`config.mk`:
```
export PLATFORM = sky130hd
export DESIGN_NAME = if_fetch
export DESIGN_NICKNAME = d
export VERILOG_FILES = /design/src/rtl/if_fetch.sv
export SDC_FILE = /design/constraint.sdc
export NUM_CORES = 1
export LEC_CHECK = 0
export ABC_CLOCK_PERIOD_IN_PS = 5110
export BUFFER_PORTS_ARGS = -buffer_cell sky130_fd_sc_hd__buf_2
export CAP_MARGIN = 0
export CELL_PAD_IN_SITES_DETAIL_PLACEMENT = 0
export CELL_PAD_IN_SITES_GLOBAL_PLACEMENT = 1
export CORE_MARGIN = 4
export CORE_UTILIZATION = 35
export DETAILED_ROUTE_END_ITERATION = 6
export PLACE_DENSITY = 0.72
export REMOVE_ABC_BUFFERS = 1
export SLEW_MARGIN = 20
export SYNTH_ARGS = -nofsm -noshare
export SYNTH_HDL_FRONTEND = slang
export SYNTH_SLANG_ARGS = --single-unit
```
`constraint.sdc`:
```
create_clock -name clk -period 5.11 [get_ports clk]
set_input_delay 0.2555 -clock clk [delete_from_list [all_inputs] [get_ports clk]]
set_output_delay 0.2555 -clock clk [all_outputs]
set_load 0.05 [all_outputs]
```
`src/rtl/if_fetch.sv`:
```
// Instruction-fetch stage for the tinyMIPS pipeline.
// Owns the fetch PC, issues single-outstanding requests to instruction
// memory over a req/ack handshake, and presents {pc, inst} pairs through a
// one-slot output register backed by a one-entry skid buffer. Branch
// redirects from decode take priority over everything except reset.
module if_fetch #(
   parameter logic [31:0] RESET_PC = 32'h0000_0000,
   parameter int          ADDR_W   = 32
) (
   input  logic              clk,
   input  logic              rst_n,
   input  logic              stall,
   input  logic              branch_flag,
   input  logic [ADDR_W-1:0] branch_target,
   output logic              imem_req,
   output logic [ADDR_W-1:0] imem_addr,
   input  logic              imem_ack,
   input  logic [31:0]       imem_rdata,
   output logic [ADDR_W-1:0] if_pc,
   output logic [31:0]       if_inst,
   output logic              if_valid
);

   typedef enum logic [1:0] {
      IDLE  = 2'd0,
      WAIT  = 2'd1,
      FLUSH = 2'd2,
      HOLD  = 2'd3
   } state_t;

   localparam logic [ADDR_W-1:0] PC_STEP  = ADDR_W'(4);
   localparam logic [ADDR_W-1:0] PC_RESET = RESET_PC[ADDR_W-1:0];

   state_t            state;

   // Skid buffer: catches the one instruction accepted while the slot is
   // full and not being drained.
   logic              skid_valid;
   logic [ADDR_W-1:0] skid_pc;
   logic [31:0]       skid_inst;

   // Redirect target remembered while the flushed request is still in flight.
   logic [ADDR_W-1:0] redirect_pc;

   // Handshake events seen at the coming edge.
   logic              consume;
   logic              accept;
   logic              slot_free;
   logic [ADDR_W-1:0] branch_pc;

   // Event decode shared by every branch of the state register.
   always_comb begin
      consume   = if_valid && !stall;
      accept    = imem_req && imem_ack;
      slot_free = !if_valid || consume;
      branch_pc = {branch_target[ADDR_W-1:2], 2'b00};
   end

   // Fetch FSM with its registered outputs, slot, skid and redirect latch.
   // NOTE: all state here is updated with non-blocking assignments so every
   // register samples the pre-edge values of its neighbours; reset is
   // synchronous, so it is just the highest-priority branch inside the clocked block.
   always_ff @(posedge clk) begin
      if (!rst_n) begin
         state       <= IDLE;
         imem_req    <= 1'b0;
         imem_addr   <= PC_RESET;
         if_pc       <= '0;
         if_inst     <= '0;
         if_valid    <= 1'b0;
         skid_valid  <= 1'b0;
         skid_pc     <= '0;
         skid_inst   <= '0;
         redirect_pc <= PC_RESET;
      end else if (branch_flag) begin
         // Redirect: kill everything presented or buffered.
         if_valid   <= 1'b0;
         skid_valid <= 1'b0;
         if (imem_req && !imem_ack) begin
            // A request is in flight; it must complete before the new one.
            redirect_pc <= branch_pc;
            state       <= FLUSH;
         end else begin
            // Nothing in flight (or it completes now and is dropped).
            imem_addr <= branch_pc;
            imem_req  <= 1'b1;
            state     <= WAIT;
         end
      end else begin
         case (state)
            IDLE: begin
               imem_req <= 1'b1;
               state    <= WAIT;
            end

            WAIT: begin
               if (accept) begin
                  imem_addr <= imem_addr + PC_STEP;
                  if (slot_free) begin
                     if_pc    <= imem_addr;
                     if_inst  <= imem_rdata;
                     if_valid <= 1'b1;
                  end else begin
                     skid_pc    <= imem_addr;
                     skid_inst  <= imem_rdata;
                     skid_valid <= 1'b1;
                     imem_req   <= 1'b0;
                     state      <= HOLD;
                  end
               end else if (consume) begin
                  if_valid <= 1'b0;
               end
            end

            HOLD: begin
               if (consume) begin
                  if_pc      <= skid_pc;
                  if_inst    <= skid_inst;
                  if_valid   <= 1'b1;
                  skid_valid <= 1'b0;
                  imem_req   <= 1'b1;
                  state      <= WAIT;
               end
            end

            FLUSH: begin
               if (consume) begin
                  if_valid <= 1'b0;
               end
               if (imem_ack) begin
                  // Stale instruction returned: drop it and chase the redirect.
                  imem_addr <= redirect_pc;
                  state     <= WAIT;
               end
            end

            default: begin
               state    <= IDLE;
               imem_req <= 1'b0;
            end
         endcase
      end
   end

endmodule
```
==> metrics.md <==
| Metric | Value |
|---|---|
| Fin area | 0.0103 sq mm |
| Core area | 0.0246 sq mm |
| Pin count of the biggest net entering global routing | 128 |
| Global route overflow | 0 |
| # setup viols final | 0 |
| # port buffers | 160 |
| # fillers | 2,564 |
| First-pass GRT wire length | ~42,000 microns |
| Endpoint type of the worst setup path | register |
| CTS tree | built |
| HPWL after detailed placement | 16,000 microns |
| Via/cell ratio | 5.27 |
| DRC viols | 0 |
| Root Buffer | clkbuf_16 |
| Critical Path, Cell by Cell | buf_4 > nor2b_1 > buf_4 > nand2_1 > o21ai_0 > o21ai_0 > a21oi_1 |
| Drt pass-1 iters | 5 |
| I/O Pins | between 150 and 200 |
| Syn Area/Cell | 7.94 sq um |
| Worst Hold Slack | 0.0641 ns |
| Critical-path top delay cell | dfxtp_2 |
| VDD IR max | ~0.00017 V |
| Cells after Synth | ~1.1k |
| Met1 track demand over resource | 26.3% |
| Final layout net count | 1,271 |
| CTS Hold Bufs | 0 |
| Final core utilization | a little over two fifths |
| Ys Warns | 0 |
| Vias in the first global route | 7,549 |
| Top FF cell, synth | dfxtp_1 |
| Fin Setup TNS | 0 ns |
| Leak | about 4.6 nW |
| Die Y | 167 microns |
| ANT nets after route | 0 |
| Top achievable clock speed | 0.329 GHz |
| Gates resized, CTS repair | 0 |
| Tmin final | slightly above 3 ns |
| Clock sinks | 188 |
| # H-tree levels | 4 |
| Most frequent cells in the layout | nand2_1, dfxtp_1, buf_2, nand3_1, a21boi_0 |
| Met3 usage | 3.15% |
| Largest area contributor in the netlist | dfxtp_1 |
| Slew HR | approximately two fifths |
| Top Usage Layer GRT | met2 |
| Worst Setup Start Kind | register |
| Min-delay worst type | in -> reg |
| Post-CTS Setup Inserts | 0 |
| DP Area | between 0.009 and 0.01 sq mm |
| Tcrit/Tclk final | 59.5% |
| Max-cap violations | 0 |
| GR met2 Demand/Resource | 28.3% |
| Initial antenna violation count | 0 |
| Syn Std Cell Area | 0.00883 sq mm |
| Clock buffer count from CTS | 17 |
| Initial Utilization | 35.9% |
| Vias | 8,103 |
| Fin. Hold Viols | 0 |
| Clock skew | 0.0101 ns |
| Yosys reg bits | 188 |
| PD cells | roughly 320 mW/mm^2 |
| Full die area | about 0.028 sq mm |
| Final-report max-slew violation count | 0 |
| Area share of the largest cell type after synthesis | 42.6% |
| Worst-path clk slew | 0.08 ns |
| Async S/R FF share, synth | 0% |
| Chip width | 167 microns |
| GRT Total Usage | between 10% and 20% |
| CP max stage delay | 0.72 ns |
| Clock latency on the worst-skew pair | 0.43 ns |
| Worst EP arrival | 3.41 ns |
| Antenna Cells | 0 |
| Top cells by area, synth | dfxtp_1, nand2_1, a21boi_0 |
| Total power | 3.29 mW |
| Most common cell after layout, fill and taps aside | nand2_1 |
| Share of post-route cells with drive strength above 1 | ~18% |
| Data required time at the worst endpoint | 5.48 ns |
| Status | completed |
| RSZ-0062 raised after global routing | no |
| Syn-to-layout area delta | 16.4% |
| Largest buffer count on any clock path | 2 |
| Tightest Pin Transition | 0.912 ns |
| Seq/Total Area, Yosys | a little over two fifths |
| Critical path type | reg -> reg |
| Drt wl/cell | approximately 17 microns |
| Site Rows | 57 |
| 1st-iter DRT viols | around 670 |
| CP max FO | 43 |
| Netlist cell types | 58 |
| Placer Congestion | 0.751 |
| Number of synthesized flops with an enable pin | 0 |
| Post-Route WL | 25,900 microns |
[sequential cells by signal, indices dropped and copies added (netlist names)]
| signal | cells |
|---|---|
| imem_addr | 30 |
| imem_req | 1 |
| redirect_pc | 30 |
| skid_pc | 30 |
| if_inst | 32 |
| if_valid | 1 |
| state | 2 |
| skid_inst | 32 |
| if_pc | 30 |
[routing by layer]
| metal | up-vias | part of all wire, % |
|---|---|---|
| met1 | 3799 | 50 |
| met5 | - | 0 |
| met3 | 24 | 5.0 |
| li1 | 4085 | - |
| met4 | 0 | 1.3 |
| met2 | 195 | 44 |
[path summary, 6_finish.rpt]
path                                     from       endpoint  slack [ns]  depth (start not counted)
worst max-delay path                 state[1]  imem_addr[10]        2.07                          7
worst max register to register       state[1]  imem_addr[10]        2.07                          7
worst min-delay path            imem_rdata[4]   skid_inst[4]        0.06                          3
worst min register to register   skid_inst[1]   skid_inst[1]        0.45                          2
[stage by stage]
step	instances	setup WS (ns)
6_report	1538	2.07
5_1_grt	1538	1.77
2_1_floorplan	1008	0.742
3_5_place_dp	1506	2.08
3_3_place_gp	1506	2.09
4_1_cts	1538	2.06
[worst max-delay path: cells and delay by family, from the launching register on]
family,cells,cell delay (ns)
AO/OA/AOI/OAI,3,0.70
buffers and inverters,2,0.90
flip-flops,1,0.72
AND/OR/NAND/NOR,2,0.65
[report_power, final]
part / internal [mW] / total (mW) / leakage [nW] / switching, mW
Combinational: 0.121 / 0.428 / 2.77 / 0.307
Clock: 0.641 / 1.29 / 0.267 / 0.645
Sequential: 1.51 / 1.57 / 1.52 / 0.0667
Total: 2.27 / 3.29 / 4.56 / 1.02
[synthesized netlist by cell type, drive strengths merged, types with 11 or more instances]
master / count
nand2: 303
dfxtp: 188
nand3: 140
a21boi: 101
clkbuf: 79
o211a: 62
o21ai: 40
buf: 29
a21oi: 21
and3: 16
nor2: 15
o211ai: 11
[cells by family after synthesis]
| group | after synthesis | share of synthesized area, % |
|---|---|---|
| xor gates and xnor gates | 1 | 0.0992 |
| DFF | 188 | 42.6 |
| adders and majority gates | 1 | 0.142 |
| buffers and inverters | 114 | 5.57 |
| AOI/OAI and AO/OA | 278 | 24.0 |
| muxes | 7 | 0.807 |
| and+or+nand+nor | 523 | 26.7 |
| other | 1 | 0.0425 |
[cell type report]
type	count	area, sq um	share of cell area [%]
multi-input combinational	814	4600	44.8
sequential	188	3770	36.6
timing repair buffer	174	921	8.96
clock inverter	15	136	1.33
clock buffer	17	425	4.14
inverter	6	22.5	0.219
tap	324	405	3.94
(Power assumes the default switching activity.)
